<file path="src/rtl/alu_slice.sv">
// alu_slice: Am2901-style ALU slice, widened to WIDTH bits, with a small
// sequencer that runs iterative unsigned multiply / divide through the
// register file and the Q register.
//
// Ports
//   clk          clock, all state updates on the rising edge
//   nRESET       asynchronous active-low reset
//   I[8:0]       microinstruction: [2:0] source, [5:3] function, [8:6] destination
//   Aadd, Badd   register read / read-write addresses (AW bits)
//   D            external data operand
//   C0           ALU carry in
//   start, mode  begin iterative op (mode 0 = multiply, 1 = divide), sampled when idle
//   Y            data output (reg[P] while an iterative op is running or finishing)
//   C4, OVR      carry out, signed overflow
//   F3, Fz       result MSB, result zero
//   busy, done   op in progress / one-cycle completion pulse
//   dz           divide by zero, held until the next accepted start
module alu_slice #(
    parameter  int WIDTH = 16,
    parameter  int DEPTH = 16,
    localparam int AW    = $clog2(DEPTH)
) (
    input  logic             clk,
    input  logic             nRESET,
    input  logic [8:0]       I,
    input  logic [AW-1:0]    Aadd,
    input  logic [AW-1:0]    Badd,
    input  logic [WIDTH-1:0] D,
    input  logic             C0,
    input  logic             start,
    input  logic             mode,
    output logic [WIDTH-1:0] Y,
    output logic             C4,
    output logic             OVR,
    output logic             F3,
    output logic             Fz,
    output logic             busy,
    output logic             done,
    output logic             dz
);

    localparam int            CW   = $clog2(WIDTH) + 1;
    localparam logic [CW-1:0] LAST = CW'(WIDTH - 1);

    // source operand selects
    localparam logic [2:0] SRC_AQ = 3'd0, SRC_AB = 3'd1, SRC_ZQ = 3'd2, SRC_ZB = 3'd3,
                           SRC_ZA = 3'd4, SRC_DA = 3'd5, SRC_DQ = 3'd6;
    // ALU functions
    localparam logic [2:0] FN_ADD = 3'd0, FN_SUBR = 3'd1, FN_SUBS = 3'd2, FN_OR = 3'd3,
                           FN_AND = 3'd4, FN_NOTRS = 3'd5, FN_EXOR = 3'd6;
    // destinations
    localparam logic [2:0] DST_QREG = 3'd0, DST_NOP = 3'd1, DST_RAMA = 3'd2, DST_RAMF = 3'd3,
                           DST_RAMQD = 3'd4, DST_RAMD = 3'd5, DST_RAMQU = 3'd6;

    typedef enum logic [1:0] {IDLE, MUL, DIV, FIN} state_t;

    state_t           state, state_nxt;
    logic [WIDTH-1:0] regs [DEPTH];
    logic [WIDTH-1:0] q;
    logic [WIDTH-1:0] m_reg;
    logic [AW-1:0]    p_reg;
    logic [CW-1:0]    cnt;
    logic             dz_r;

    logic [WIDTH-1:0] a_val, b_val, acc;
    logic [WIDTH-1:0] r, s, r_op, s_op, f;
    logic [WIDTH:0]   sum;
    logic             carry, ovf;
    logic [WIDTH-1:0] y_alu, reg_wd, q_wd;
    logic             reg_we, q_we;
    logic             div_zero;
    logic [WIDTH:0]   mul_sum, div_rem;
    logic [WIDTH-1:0] div_diff;
    logic             div_ge;

    assign a_val = regs[Aadd];
    assign b_val = regs[Badd];
    assign acc   = regs[p_reg];

    // ---------------- source operand mux ----------------
    always_comb begin
        r = '0;
        s = '0;
        case (I[2:0])
            SRC_AQ: begin r = a_val; s = q;     end
            SRC_AB: begin r = a_val; s = b_val; end
            SRC_ZQ: s = q;
            SRC_ZB: s = b_val;
            SRC_ZA: s = a_val;
            SRC_DA: begin r = D; s = a_val; end
            SRC_DQ: begin r = D; s = q;     end
            default: r = D;                      // DZ
        endcase
    end

    // ---------------- ALU ----------------
    always_comb begin
        r_op  = r;
        s_op  = s;
        sum   = '0;
        f     = '0;
        carry = 1'b0;
        ovf   = 1'b0;
        case (I[5:3])
            FN_ADD, FN_SUBR, FN_SUBS: begin
                if (I[5:3] == FN_SUBR) r_op = ~r;
                if (I[5:3] == FN_SUBS) s_op = ~s;
                sum   = {1'b0, r_op} + {1'b0, s_op} + {{WIDTH{1'b0}}, C0};
                f     = sum[WIDTH-1:0];
                carry = sum[WIDTH];
                // overflow judged on the operands actually fed to the adder
                ovf   = (r_op[WIDTH-1] == s_op[WIDTH-1]) && (sum[WIDTH-1] != r_op[WIDTH-1]);
            end
            FN_OR:    f = r | s;
            FN_AND:   f = r & s;
            FN_NOTRS: f = ~r & s;
            FN_EXOR:  f = r ^ s;
            default:  f = ~(r ^ s);              // EXNOR
        endcase
    end

    // ---------------- destination decode (shift-in bits are 0) ----------------
    always_comb begin
        y_alu  = f;
        reg_we = 1'b0;
        reg_wd = f;
        q_we   = 1'b0;
        q_wd   = f;
        case (I[8:6])
            DST_QREG:  q_we = 1'b1;
            DST_NOP:   ;
            DST_RAMA:  begin reg_we = 1'b1; y_alu = a_val; end
            DST_RAMF:  reg_we = 1'b1;
            DST_RAMQD: begin reg_we = 1'b1; reg_wd = f >> 1; q_we = 1'b1; q_wd = q >> 1; end
            DST_RAMD:  begin reg_we = 1'b1; reg_wd = f >> 1; end
            DST_RAMQU: begin reg_we = 1'b1; reg_wd = f << 1; q_we = 1'b1; q_wd = q << 1; end
            default:   begin reg_we = 1'b1; reg_wd = f << 1; end    // RAMU
        endcase
    end

    // ---------------- iterative step datapath ----------------
    assign div_zero = mode && (a_val == '0);
    assign mul_sum  = {1'b0, acc} + (q[0] ? {1'b0, m_reg} : '0);
    // partial remainder after shift; acc < M so it fits in WIDTH+1 bits
    assign div_rem  = {acc, q[WIDTH-1]};
    assign div_ge   = div_rem >= {1'b0, m_reg};
    // difference is < M, so the low WIDTH bits are exact
    assign div_diff = div_rem[WIDTH-1:0] - m_reg;

    // ---------------- sequencer ----------------
    always_comb begin
        state_nxt = state;
        case (state)
            IDLE:     if (start) state_nxt = div_zero ? FIN : (mode ? DIV : MUL);
            MUL, DIV: if (cnt == LAST) state_nxt = FIN;
            default:  state_nxt = IDLE;
        endcase
    end

    always_ff @(posedge clk or negedge nRESET) begin
        if (!nRESET) state <= IDLE;
        else         state <= state_nxt;
    end

    always_ff @(posedge clk or negedge nRESET) begin
        if (!nRESET) begin
            for (int k = 0; k < DEPTH; k++) regs[k] <= '0;
            q     <= '0;
            m_reg <= '0;
            p_reg <= '0;
            cnt   <= '0;
            dz_r  <= 1'b0;
        end else begin
            case (state)
                IDLE: begin
                    if (start) begin
                        // M is captured before the clear, so Aadd==Badd still works
                        m_reg <= a_val;
                        p_reg <= Badd;
                        cnt   <= '0;
                        dz_r  <= div_zero;
                        if (!div_zero) regs[Badd] <= '0;
                    end else begin
                        if (reg_we) regs[Badd] <= reg_wd;
                        if (q_we)   q <= q_wd;
                    end
                end
                MUL: begin
                    regs[p_reg] <= mul_sum[WIDTH:1];
                    q           <= {mul_sum[0], q[WIDTH-1:1]};
                    cnt         <= cnt + 1'b1;
                end
                DIV: begin
                    regs[p_reg] <= div_ge ? div_diff : div_rem[WIDTH-1:0];
                    q           <= {q[WIDTH-2:0], div_ge};
                    cnt         <= cnt + 1'b1;
                end
                default: ;
            endcase
        end
    end

    // ---------------- outputs ----------------
    assign busy = (state == MUL) || (state == DIV);
    assign done = (state == FIN);
    assign dz   = dz_r;
    assign Y    = (busy || done) ? acc : y_alu;
    assign C4   = carry;
    assign OVR  = ovf;
    assign F3   = f[WIDTH-1];
    assign Fz   = (f == '0);

endmodule

</file>
<file path="config.mk">
export PLATFORM = sky130hd
export DESIGN_NAME = alu_slice
export DESIGN_NICKNAME = d
export VERILOG_FILES = /design/src/rtl/alu_slice.sv
export SDC_FILE = /design/constraint.sdc
export NUM_CORES = 2
export LEC_CHECK = 0
export CORE_MARGIN = 3
export CORE_UTILIZATION = 42
export DETAILED_ROUTE_END_ITERATION = 8
export SETUP_SLACK_MARGIN = 0.2
export SLEW_MARGIN = 20
export SYNTH_ARGS = -nofsm -noshare
export SYNTH_HDL_FRONTEND = slang
export SYNTH_SLANG_ARGS = --single-unit
</file>
<file path="constraint.sdc">
create_clock -name clk -period 9.3 [get_ports clk]
set_clock_uncertainty 0.1 [all_clocks]
set_input_delay 0.93 -clock clk [delete_from_list [all_inputs] [get_ports clk]]
set_output_delay 0.93 -clock clk [all_outputs]
set_load 0.01 [all_outputs]
</file>
# After elaboration in Yosys (flattened, before gate mapping)
# Cells that the tools add are included.
# word_totals
reg_bits	300
out_inout_bits	23
# op_classes
addsub	5
magnitude_cmp	6
eq_ne	30
mux	46
bitwise	12
n_reduce_logical	30
# ops
cell	count
256-bit bitwise mux	3
256-bit 2-to-1 mux	3
256-bit case mux with 3 select lines	1
16-bit 2-to-1 mux	18
256-bit AND	1
256-bit NOT	1
16-bit binary-select mux with 4-bit select	3
16-bit demux with 4-bit select	2
16-bit case mux with 2 select lines	3
16-bit case mux with 3 select lines	2
16-bit case mux with 5 select lines	1
16-bit NOT	3
16-bit by 16-bit adder with 17-bit output	2
16-bit AND	2
16-bit zero test	2
3-bit == test, second input constant	9
3-bit by 2-bit == test with 1-bit output, second input constant	6
17-bit by 1-bit adder with 17-bit output	1
17-bit by 16-bit greater-or-equal comparator with 1-bit output	1
16-bit bitwise OR	1
16-bit subtractor	1
16-bit bitwise XOR	1
5-bit greater-or-equal comparator, second input constant	3
4-bit NOT with 5-bit output	3
other kinds (27)	56

# Logic depth before layout (Yosys ltp)
# depth
word_depth	16
ltp_mapped	23

# Worst setup path after synthesis
# OpenSTA, ideal clock, no wires.
# synth_timing
path_type	input -> output
start	input I[3]
end	output Fz
arrival_ns	5.082
slack_ns	3.188
path_stages	16
path_buffers	5
cell_sequence	buf_1 -> buf_4 -> buf_1 -> nor3b_1 -> clkbuf_1 -> buf_1 -> xnor2_1 -> ha_1 -> a21o_1 -> or3_1 -> o21ai_0 -> a21oi_1 -> or3_1 -> a31o_2 -> nor4_1 -> and4_1
# synth_between
elab_chain_len	7
elab_cells_between_ends	16
classes_between	add/sub (2); eq/ne (6); mux (5); reduce/logical (3)
# synth_lines
element	line_no	source
from (decl)	25	input logic [8:0] I,
3-bit by 1-bit == test with 1-bit output or 3-bit by 2-bit == test with 1-bit output (tied branches)	--	
16-bit 2-to-1 mux (on tied branches)	106, 107	
16-bit 2-to-1 mux	104	case (I[5:3])
16-bit by 16-bit adder with 17-bit output	108	sum = {1'b0, r_op} + {1'b0, s_op} + {{WIDTH{1'b0}}, C0};
17-bit by 1-bit adder with 17-bit output	108	
16-bit case mux with 5 select lines (*)	104	
16-bit zero test (*)	211	assign Fz = (f == '0);
to (decl)	36	output logic Fz,
# Mark *: on every way between the ends. The rest lies on a longest branch, timed or not. The select of a mux whose other input is x is not followed.

# Worst setup path after layout
# layout_timing
start	input Badd[2]
end	output Fz
# layout_between
elab_chain_len	12
elab_cells_between_ends	17
classes_between	add/sub (2); mux (7); bitwise (7); reduce/logical (1)
# layout_lines
element	line_no	source
from (decl)	27	input logic [AW-1:0] Badd,
4-bit NOT with 5-bit output (not written as such) (*)	77	assign b_val = regs[Badd];
16-bit binary-select mux with 4-bit select (*)	77	
16-bit 2-to-1 mux (not written as such) (*) (2 in a row)	77	
16-bit case mux with 3 select lines (*)	84	case (I[2:0])
16-bit NOT	107	if (I[5:3] == FN_SUBS) s_op = ~s;
16-bit 2-to-1 mux	107	
16-bit 2-to-1 mux	104	
16-bit by 16-bit adder with 17-bit output	108	
17-bit by 1-bit adder with 17-bit output	108	
16-bit case mux with 5 select lines (*)	104	
16-bit zero test (*)	211	
# Marked as above.

==> flow_metrics.tcl <==
set metrics [dict create \
    global_route.usage.total_pct 43.9 \
    fill_cells 6470 \
    critPathKind "primary input to output pin" \
    crit_start "Badd[2]" \
    relSlewSlack_pct 20.9 \
    dr.first_iter.drc_count 4845 \
    finalMaxSlewViolations 0 \
    cp.required_ps 8270 \
    final.setup.worst_slack_ps 1270 \
    die-width_um 267 \
    timing.final.hold_violations 0 \
    grt_first_pass_wirelength_mm 223 \
    synth_seq_area_share_pct 26.2 \
    htreeDepth 2 \
    clock.fmax_mhz 125 \
    die_h_um 267 \
    first_global_vias 28889 \
    synth_async_sr_flop_share_pct 100 \
    dr_total_vias 30830 \
    total_wire_length_mm 160 \
    grt_use_met3_pct 14.5 \
    holdBufCountCts 0 \
    detail_route.wl_per_cell_um 40.1 \
    ant_nets 0 \
    cp_cell_sequence "clkdlybuf4s50_1, nor4bb_1, a22oi_1, o21ai_0, a21oi_1, xor2_1, fa_1, fa_1, nor2b_1, o31a_1, o21ai_0, nand4_1, and3_1, o31a_1, nand4_1, nor4_1, and4_1, clkdlybuf4s50_1" \
    max_cap_violations 0 \
    synth-main-ff-cell "sky130_fd_sc_hd__dfrtp_1" \
    worstPathBufferInverterCount 2 \
    cell_types_with_the_largest_area_share_after_synthesis "sky130_fd_sc_hd__dfrtp_1 (26%), sky130_fd_sc_hd__mux4_2 (14%), sky130_fd_sc_hd__o21ai_0 (4.9%)" \
    instances_no_fill 3990 \
    timing.critical_path.slowest_cell_delay_ps 1110 \
    std_cell_rows 95 \
    final_cycle_share_pct 86.3 \
    cts_max_path_buffers 3 \
    synth_top_cell_area_share_pct 26.2 \
    nNetsFinal 3198 \
    worst_hold_path_type "primary input to async pin" \
    power_density_nw_per_um2 387 \
    grt.busiest_layer "met2" \
    rsz_0062_raised_after_global_routing "false" \
    yosysTopAreaCell "sky130_fd_sc_hd__dfrtp_1" \
    worst_ep_arrival_time_ps 7000 \
    numPlacedInstances 3914 \
    r2r_start "p_reg[0]$_DFFE_PN0P_" \
    clkLatencyLatePin_ps 620 \
    met2_demand_to_capacity_share_in_global_routing_pct 66.3 \
    first_pass_iters 6 \
    r2r_slack_ps 2130 \
    grt_start_max_net_pins 124 \
    synthesis_to_layout_area_growth_pct 9.85 \
    synth.cell_area_um2 28600 \
    cp_top_family "simple AND/OR/NAND/NOR gates" \
    outcome "completed" \
    design.die.area_um2 71300 \
    cts_root_buffer_type "sky130_fd_sc_hd__clkbuf_16" \
    ys_types 98 \
    critPathCaptureType "output pin" \
    ctsResizeCount 0 \
    numClockSinks 300 \
    yosys_warns 0 \
    synth.ff_latch_count 300 \
    yosys-top-cells-count "sky130_fd_sc_hd__dfrtp_1 (300), sky130_fd_sc_hd__o21ai_0 (279), sky130_fd_sc_hd__nand2_1 (275), sky130_fd_sc_hd__clkbuf_1 (197), sky130_fd_sc_hd__nor2_1 (186)" \
    endpoint_of_the_most_critical_setup_path "Fz" \
    post-dp-hpwl_mm 119 \
    placement.io_buffers 60 \
    tritoncts_clock_tree "done" \
    core_area_um2 67400 \
    floorplan.initialDensity_pct 42.5 \
    pin_count 61 \
    synth-edff-count 0 \
    cts_post_setup_buffers_inserted 0 \
    grt_use_met1_pct 53.9 \
    setup-tns-final_ps 0 \
    cp_max_fo 17 \
    number_of_cells_on_the_worst_reg_to_reg_path 13 \
    finalSetupViolCount 0 \
    crit_slowest_cell "sky130_fd_sc_hd__clkdlybuf4s50_1" \
    peakVddDrop_v 0.000230 \
    clk_pin_slew_worst_paths_ps 60 \
    total_leakage_power_nw 12.5 \
    drcViolationCount 0 \
    global_route.overflow_total 0 \
    setup.worst_path.start_class "primary input" \
    antenna_found_initial 3 \
    place_worst_setup_slack_ps 1430 \
    synth_most_common_cell "sky130_fd_sc_hd__dfrtp_1" \
    synthesis.instances 3159 \
    critical_path_cell_count 18 \
    post-route-min-period_ps 8030 \
    syn-mean-instance-area_um2 9.06 \
    total_nets_after_synthesis 3272 \
    routability_cong 1.04 \
    numCtsBuffers 42 \
    avgViaCountPerCell 7.73 \
    timing_worst_slew_pin_value_ps 1180 \
    drive_gt1_share_pct 15.6 \
]
where the power goes:
part / switching, mW / internal (mW)
clock network: 0.725 / 1.02
logic: 5.21 / 2.55
registers: 0.932 / 1.73
kinds of logic (layout without fill, tap and decap cells):
logic type / count (synthesis) / count (layout) / synth area share (%)
multiplexers: 313 / 313 / 19.6
AND/OR/NAND/NOR: 808 / 808 / 13.1
buffers and inverters: 385 / 340 / 5.95
flip-flops: 300 / 300 / 26.2
adder cells (fa/ha/maj): 75 / 75 / 3.38
AO/OA/AOI/OAI: 1196 / 1196 / 29.2
XOR/XNOR: 82 / 82 / 2.51
other: 0 / 3 / 0
worst reg2reg max path: cells and delay by family, from the launching register on:
kind            cells  cell delay, ps
flops               1             800
compound gates      7            2510
fa+ha+maj           1             490
mux                 1             610
buf+inv             1             650
simple gates        3            1870
metal layers:
layer / wire (um) / part of all wire (%) / up-vias
li1: - / - / 12271
met1: 57300 / 36 / 15466
met2: 68800 / 43 / 2558
met3: 21100 / 13 / 533
met4: 12900 / 8.0 / 2
met5: 13 / 0.0081 / -
per-stage QoR:
stage          area, um2  hold slack (ps)  power [mW]  util [%]
4_1_cts            31400              384        11.8      46.7
6_report           31500              324        12.2      46.7
3_5_place_dp       30000              375        10.0      44.5
2_1_floorplan      28600              349        6.86         -
3_3_place_gp       30000              360        9.93      44.5
5_1_grt            31400              392        12.5      46.7
cells in the final DEF, fill, tap and decap left out, types with 59 or more instances in the layout:
master                     count
sky130_fd_sc_hd__dfrtp_1     298
sky130_fd_sc_hd__o21ai_0     276
sky130_fd_sc_hd__nand2_1     275
sky130_fd_sc_hd__a21oi_1     182
sky130_fd_sc_hd__mux4_2      180
sky130_fd_sc_hd__nor2_1      180
sky130_fd_sc_hd__o221ai_1    146
sky130_fd_sc_hd__buf_4       119
sky130_fd_sc_hd__inv_1        83
sky130_fd_sc_hd__mux2i_1      83
sky130_fd_sc_hd__nand3_1      82
sky130_fd_sc_hd__o211ai_1     80
sky130_fd_sc_hd__nor3_1       71
sky130_fd_sc_hd__ha_1         68
sky130_fd_sc_hd__a221o_1      66
sky130_fd_sc_hd__o22ai_1      59
cell type report:
cell class / count / area [um2] / share of cell area [%]
diodes: 3 / 7.51 / 0.0239
clock buffers: 52 / 1140 / 3.62
clock inverters: 21 / 288 / 0.915
inverters: 88 / 330 / 1.05
multi-input cells: 2474 / 19600 / 62.2
flip-flops and latches: 300 / 7510 / 23.9
well taps: 873 / 1090 / 3.47
repair buffers: 179 / 1510 / 4.80
worst min path at each step:
stage                                   from                 end  slack (ps)  cells past startpoint
final                                 nRESET           async pin         320                      1
after global placement    cnt[4]$_DFFE_PN0P_  cnt[4]$_DFFE_PN0P_         360                      2
after CTS                             nRESET           async pin         380                      1
after floorplan           cnt[4]$_DFFE_PN0P_  cnt[4]$_DFFE_PN0P_         350                      2
after detailed placement  cnt[4]$_DFFE_PN0P_  cnt[4]$_DFFE_PN0P_         380                      2
after global routing                  nRESET           async pin         390                      1
No activity file was read; power rests on OpenSTA's default activity.
